$ cat config.mk
export PLATFORM = sky130hd
export DESIGN_NAME = lane_sync_controller
export DESIGN_NICKNAME = d
export VERILOG_FILES = /design/src/rtl/lane_sync_controller.sv
export SDC_FILE = /design/constraint.sdc
export NUM_CORES = 1
export LEC_CHECK = 0
export CAP_MARGIN = 25
export CORE_MARGIN = 5
export CORE_UTILIZATION = 48
export DETAILED_ROUTE_END_ITERATION = 16
export GPL_TIMING_DRIVEN = 0
export MAX_ROUTING_LAYER = met4
export PLACE_DENSITY = 0.79
export SYNTH_ARGS = -nofsm -noshare
export SYNTH_HDL_FRONTEND = slang
export SYNTH_SLANG_ARGS = --single-unit
export TNS_END_PERCENT = 5
$ cat constraint.sdc
create_clock -name clk_4f -period 2.1 [get_ports clk_4f]
set_clock_uncertainty 0.05 [all_clocks]
set_input_delay 0.21 -clock clk_4f [delete_from_list [all_inputs] [get_ports clk_4f]]
set_output_delay 0.21 -clock clk_4f [all_outputs]
set_load 0.1 [all_outputs]
$ cat src/rtl/lane_sync_controller.sv
// +----------------------------------------------------------------------------+
// | lane_sync_controller                                                       |
// | Comma-based lane lock acquisition, payload forwarding, lock-loss tracking. |
// | Revision 1.0                                                               |
// +----------------------------------------------------------------------------+
`default_nettype none
`timescale 1ns/1ps

module lane_sync_controller #(
    parameter logic [7:0] COMMA      = 8'hBC,
    parameter int         LOCK_COUNT = 4,
    parameter int         LOSS_COUNT = 3
) (
    input  logic       clk_4f,
    input  logic       reset,
    input  logic [7:0] data_in,
    input  logic       valid_in,
    input  logic       sym_err,
    output logic [7:0] data_out,
    output logic       valid_out,
    output logic       active,
    output logic [3:0] err_cnt,
    output logic [7:0] lock_loss_cnt
);

    localparam logic [0:0] ST_SEARCH = 1'b0;
    localparam logic [0:0] ST_LOCKED = 1'b1;
    localparam logic [3:0] C_LOCK    = 4'(LOCK_COUNT);
    localparam logic [3:0] C_LOSS    = 4'(LOSS_COUNT);

    logic [0:0] r_state;
    logic [0:0] w_state_next;
    logic [3:0] r_comma_cnt;
    logic [3:0] w_comma_next;
    logic [3:0] r_err_cnt;
    logic [3:0] w_err_next;
    logic [7:0] r_loss_cnt;
    logic [7:0] w_loss_next;
    logic [7:0] r_data_out;
    logic [7:0] w_data_next;
    logic       r_valid_out;
    logic       w_valid_next;
    logic       r_active;

    // sym_err takes priority over the comma compare
    logic       w_is_err;
    logic       w_is_comma;
    logic       w_is_payload;
    logic [3:0] w_comma_inc;
    logic [3:0] w_err_inc;
    logic       w_lock_hit;
    logic       w_loss_hit;

    assign w_is_err     = valid_in & sym_err;
    assign w_is_comma   = valid_in & ~sym_err & (data_in == COMMA);
    assign w_is_payload = valid_in & ~sym_err & (data_in != COMMA);
    assign w_comma_inc  = r_comma_cnt + 4'd1;
    assign w_err_inc    = r_err_cnt + 4'd1;
    assign w_lock_hit   = (r_state == ST_SEARCH) & w_is_comma & (w_comma_inc == C_LOCK);
    assign w_loss_hit   = (r_state == ST_LOCKED) & w_is_err & (w_err_inc == C_LOSS);

    always_ff @(posedge clk_4f) begin
        if (!reset) begin
            r_state     <= ST_SEARCH;
            r_comma_cnt <= 4'd0;
            r_err_cnt   <= 4'd0;
            r_loss_cnt  <= 8'd0;
            r_data_out  <= 8'd0;
            r_valid_out <= 1'b0;
            r_active    <= 1'b0;
        end else begin
            r_state     <= w_state_next;
            r_comma_cnt <= w_comma_next;
            r_err_cnt   <= w_err_next;
            r_loss_cnt  <= w_loss_next;
            r_data_out  <= w_data_next;
            r_valid_out <= w_valid_next;
            r_active    <= (w_state_next == ST_LOCKED);
        end
    end

    always_comb begin
        w_state_next = r_state;
        case (r_state)
            ST_SEARCH: if (w_lock_hit) w_state_next = ST_LOCKED;
            ST_LOCKED: if (w_loss_hit) w_state_next = ST_SEARCH;
            default:   w_state_next = ST_SEARCH;
        endcase
    end

    always_comb begin
        w_comma_next = r_comma_cnt;
        w_err_next   = r_err_cnt;
        w_loss_next  = r_loss_cnt;
        w_data_next  = r_data_out;
        w_valid_next = 1'b0;
        case (r_state)
            ST_SEARCH: begin
                if (w_is_comma) begin
                    w_comma_next = w_lock_hit ? 4'd0 : w_comma_inc;
                    if (w_lock_hit) w_err_next = 4'd0;
                end else if (valid_in) begin
                    w_comma_next = 4'd0;
                end
            end
            ST_LOCKED: begin
                if (w_is_payload) begin
                    w_data_next  = data_in;
                    w_valid_next = 1'b1;
                    w_err_next   = 4'd0;
                end else if (w_is_comma) begin
                    w_err_next = 4'd0;
                end else if (w_is_err) begin
                    if (w_loss_hit) begin
                        // Exit byte never seeds a new comma run
                        w_err_next   = 4'd0;
                        w_comma_next = 4'd0;
                        w_loss_next  = (r_loss_cnt == 8'hFF) ? r_loss_cnt : r_loss_cnt + 8'd1;
                    end else begin
                        w_err_next = w_err_inc;
                    end
                end
            end
            default: begin
                w_comma_next = 4'd0;
                w_err_next   = 4'd0;
            end
        endcase
    end

    assign data_out      = r_data_out;
    assign valid_out     = r_valid_out;
    assign active        = r_active;
    assign err_cnt       = r_err_cnt;
    assign lock_loss_cnt = r_loss_cnt;

endmodule

`default_nettype wire

### Yosys cells after proc, flatten, opt, wreduce, memory -nomap -nowiden

Cells that the tools add are included.

| cells by class | value |
|---|---|
| add/subtract/negate cells | 3 |
| multipliers | 0 |
| div/mod/pow operators | 0 |
| order comparisons | 0 |
| eq/ne operators | 13 |
| shift-type cells | 0 |
| multiplexer cells | 19 |
| bitwise logic cells | 13 |
| reduce and logical (&&, ||, !) cells | 5 |

Operator list:

| operator | number |
|---|---|
| 4-bit two-way mux | 13 |
| 8-bit == test (second input constant) | 2 |
| 4-bit one-hot mux with 2 select lines | 2 |
| 4-bit by 1-bit adder with 4-bit output (second input constant) | 2 |
| 8-bit by 1-bit adder with 8-bit output (second input constant) | 1 |
| 1-bit AND | 8 |
| 2-bit != test (second input constant) | 4 |
| 8-bit != test (second input constant) | 1 |
| 6-bit AND reduction | 1 |
| 1-bit NOT | 5 |
| 5-bit AND reduction | 1 |
| 4-bit by 2-bit == test with 1-bit output (second input constant) | 1 |
| 4-bit by 3-bit == test with 1-bit output (second input constant) | 1 |
| 2-bit by 1-bit != test with 1-bit output (second input constant) | 2 |
| 4-bit by 1-bit != test with 1-bit output (second input constant) | 1 |
| 2-bit AND reduction | 2 |
| 1-bit two-way mux | 3 |
| 3-bit != test (second input constant) | 1 |
| 3-bit AND reduction | 1 |
| 1-bit one-hot mux with 2 select lines | 1 |

| word-level totals | value |
|---|---|
| register bits | 26 |
| latch bits | 0 |
| RAM bits | 0 |
| ROM bits | 0 |
| input port bits | 12 |
| output and inout port bits | 22 |
| logic and storage cells | 59 |
| memories kept | 0 |

### Logic depth before layout (Yosys ltp)

| logic depth | value |
|---|---|
| word-level depth | 8 |
| mapped depth | 7 |
| gate-level depth less buffers | 6 |

### Worst setup path before layout

No wires, ideal clock.

| path | value |
|---|---|
| kind | register to register |
| start | reg r_err_cnt[0] (netlist: err_cnt[0]) |
| end | reg r_loss_cnt[7] (netlist: lock_loss_cnt[7]) |
| setup time | 72 ps |
| arrival time | 2227 ps |
| data required time | 1978 ps |
| path slack | -249 ps |
| cell stages (with the launch flop) | 7 |
| buffers on the path | 1 |
| clock period less this slack | 2349 ps |
| cells stage by stage | dfxtp_1 > ha_1 > xnor2_1 > o211ai_2 > buf_6 > nor4_1 > mux2i_1 |

| on the way | value |
|---|---|
| cells in the longest elaborated chain, start to end | 4 |

RTL lines:

| what | line | source |
|---|---|---|
| start: declaration | 35 | `logic [3:0] r_err_cnt;` |
| start signal: assignment | 74 | `r_err_cnt <= w_err_next;` |
| 4-bit by 1-bit adder with 4-bit output | 58 | `assign w_err_inc = r_err_cnt + 4'd1;` |
| 4-bit by 2-bit == test with 1-bit output | 60 | `assign w_loss_hit = (r_state == ST_LOCKED) & w_is_err & (w_err_inc == C_LOSS);` |
| 1-bit AND | 60 |  |
| 6-bit AND reduction (no source line) | n/a |  |
| end signal: assignment | 75 | `r_loss_cnt <= w_loss_next;` |
| end: declaration | 37 | `logic [7:0] r_loss_cnt;` |

No other way between the ends.
A chain may end at the register's enable or synchronous reset.

### Final worst setup path

| path | value |
|---|---|
| start | reg r_valid_out (netlist: valid_out) |
| end | out valid_out |

RTL lines:

| what | line | source |
|---|---|---|
| start: declaration | 41 | `logic r_valid_out;` |
| start signal: assignment | 77 | `r_valid_out <= w_valid_next;` |
| end: declaration | 20 | `output logic valid_out,` |

No word-level cell between the ends.

==> key figures <==
Yosys
  • Synth top area cells: dfxtp_1, mux2i_1, ha_1, nand2_1, nor4_2
  • Largest family of logic cells by synthesized area: simple AND/OR/NAND/NOR gates
  • Post-synthesis async set-or-reset flop share: 0
  • Syn avg cell area: 9.01 sq um
  • Post-synth net total: 164
  • Cell Area, Synth: 0.00133 sq mm
  • Synth Flop Type: dfxtp_1
  • FF+latch count, synth: 26
  • Post-synth EDFFs: 0
  • XOR/XNOR share of the synthesized area: 0.0188
  • Synth Warn #: 0
  • Top-area cell type share of the netlist area: 0.390
  • Sequential area share after synthesis: 0.390
  • Post-synthesis adder-cell area fraction: 0.0375
  • Multiplexer share of the synthesized area: 0.0901
  • Synth Instances: 148
  • Synth area leader: dfxtp_1
  • Post-synth top cells: dfxtp_1, nand2_1, mux2i_1, nor2_1, inv_1
  • Post-synthesis compound-gate area fraction: 0.148
  • Most numerous cell in the Yosys netlist: dfxtp_1
  • Simple-gate share of the synthesized area: 0.252
  • Unique masters post-synth: 41

Layout
  • Filler cell count: 237
  • Synthesis-to-layout area growth: 30.0%
  • Fin nets: 200
  • Fraction of final layout cells sized beyond drive strength 1: 0.120
  • FF+latch area: 528 sq um
  • Multi-input gate area: 729 sq um
  • N_diodes: 0

Timing
  • Hold Violations, Final: 0
  • Worst slew margin: 0.345
  • Tmin final: 2.05 ns
  • Setup violations, final: 0
  • TNS Setup: 0 ns
  • Tcrit/Tclk final: 0.978
  • Max Slew Vio Count: 0
  • RSZ-0062 raised after global routing: no
  • Fmax: 487 MHz
  • Worst slew pin tran: 0.980 ns

Worst setup path
  • Worst reg2reg path depth: 5
  • Critical Path Max Stage Delay: 1.13 ns
  • Peak fanout along the critical path: 1
  • Critical-path top delay cell: clkdlybuf4s50_1
  • Crit start category: flip-flop
  • CP endpoint kind: output port
  • Crit-path cells: clkdlybuf4s50_1
  • Setup CP Type: flip-flop to output port
  • Critical Path Stages: 1
  • WP data required: 1.84 ns
  • WP data arrival: 1.79 ns
  • Crit-path leading delay family: buffers and inverters
  • Bufs and invs on worst path: 1

Routing
  • Via count: 1262
  • Drt total wl: 3300 um
  • Drt first-iter violations: 71
  • Detailed-route DRC error count: 0
  • DR vias/cell: 5.90
  • DRT antenna net count: 0
  • DR WL/cell: 15.4 um
  • Drt pass-1 iters: 4

Placement
  • I/O Buffers: 31
  • DP HPWL: 2490 um
  • Placer Congestion: 0.815

GRT
  • Tot GR Track Use: 0.172
  • Pin count of the biggest net entering global routing: 15
  • Initial antenna violation count: 0
  • Vias in the first global route: 1244
  • Total grt overflow: 0
  • First-pass GRT wire length: 5500 um

Power and ir drop
  • Pwr Density: 456 mW/mm^2
  • LEAKAGE: 0.781 nW
  • Pwr Total: 0.790 mW
  • Max IR drop VDD: 0.442 mV

Run status
  • Status: finished, final reports clean

Floorplanning
  • Chip Height: 62.7 um
  • Initial Util: 0.492
  • Row count: 19
  • CORE AREA: 0.00271 sq mm
  • Die Area: 0.00393 sq mm
  • Die boundary width: 62.7 um
  • Io pins: 34

Clocking
  • Worst-path clk slew: 0.14 ns
  • CTS Root Buffer Type: clkbuf_4
  • CTS max path bufs: 2
  • CTS buffer count: 3
  • Clock tree sinks: 26
  • H-tree depth: 1
  • CTS tree: done
  • Clock Latency Late Sink: 0.32 ns
  • # hold bufs at CTS: 0

Run
  • Max_cap viols: 0

Hold path
  • Min-delay worst type: input pin to flip-flop
  • Hold path depth: 3
-- area by class of cell --
cell class | count | share of cell area
multi-input combinational | 105 | 0.421
sequential | 26 | 0.304
timing repair buffer | 31 | 0.183
buffer | 8 | 0.0289
tap | 31 | 0.0224
clock buffer | 4 | 0.0209
inverter | 9 | 0.0195
-- flip-flops by register name, indices dropped and copies added (netlist names) --
signal,flops
active,1
data_out,8
err_cnt,4
lock_loss_cnt,8
r_comma_cnt,4
valid_out,1
-- where the power goes --
group	internal [mW]	switching, mW
Sequential	0.493	0.0000211
Clock	0.106	0.144
Combinational	0.0220	0.0248
-- metal layers --
layer,global-route usage,up-vias,wire length (um)
met1,0.212,581,1350
met3,0.0342,8,251
met2,0.273,59,1620
li1,-,614,-
met4,0.0716,0,74
met5,-,-,0
-- layout by cell type (no fill, tap or decap), types with 5 or more instances in the layout --
cell	synthesis	final
a21oi_1	7	7
nand4_1	5	5
dfxtp_2	0	6
dlymetal6s2s_1	0	9
dfxtp_1	26	20
nand2_1	13	13
clkdlybuf4s50_1	0	10
nor2_1	9	9
inv_1	8	8
dlygate4sd2_1	0	12
mux2i_1	12	12
nand3_1	7	7
-- through the flow --
| step | instances | setup slack (ns) | hold WS, ns | util | cell area [sq um] |
|---|---|---|---|---|---|
| 2_1_floorplan | 148 | 0.0495 | 0.307 | - | 1340 |
| 3_3_place_gp | 210 | 0.139 | 0.419 | 0.624 | 1690 |
| 3_5_place_dp | 210 | 0.103 | 0.438 | 0.624 | 1690 |
| 4_1_cts | 214 | 0.00319 | 0.194 | 0.632 | 1710 |
| 5_1_grt | 214 | 0.0125 | 0.192 | 0.640 | 1730 |
| 6_report | 214 | 0.0452 | 0.219 | 0.640 | 1730 |
-- final timing paths --
kind,from,end,slack [ns]
hold reg to reg,lock_loss_cnt[7]$_SDFFE_PN0P_,lock_loss_cnt[7]$_SDFFE_PN0P_,0.46
setup / recovery,valid_out$_SDFF_PN0_,valid_out,0.05
setup reg to reg,r_comma_cnt[0]$_SDFFE_PN0P_,err_cnt[3]$_SDFFE_PN0P_,0.25
hold / removal,valid_in,r_comma_cnt[3]$_SDFFE_PN0P_,0.22
-- cells by family (layout without fill, tap and decap cells) --
kind of cell | after synthesis | count (layout)
adders and majority gates | 4 | 4
buffers and inverters | 17 | 52
muxes | 12 | 12
DFF | 26 | 26
AOI/OAI and AO/OA | 29 | 29
xor gates and xnor gates | 2 | 2
and+or+nand+nor | 58 | 58
-- what timing repair did --
| item | 4_1_cts | 5_1_grt |
|---|---|---|
| buffers inserted | 0 | 0 |
| endpoints found under the setup margin | 12 | 9 |
| resized for setup | 12 | 9 |
(Power assumes the default switching activity.)
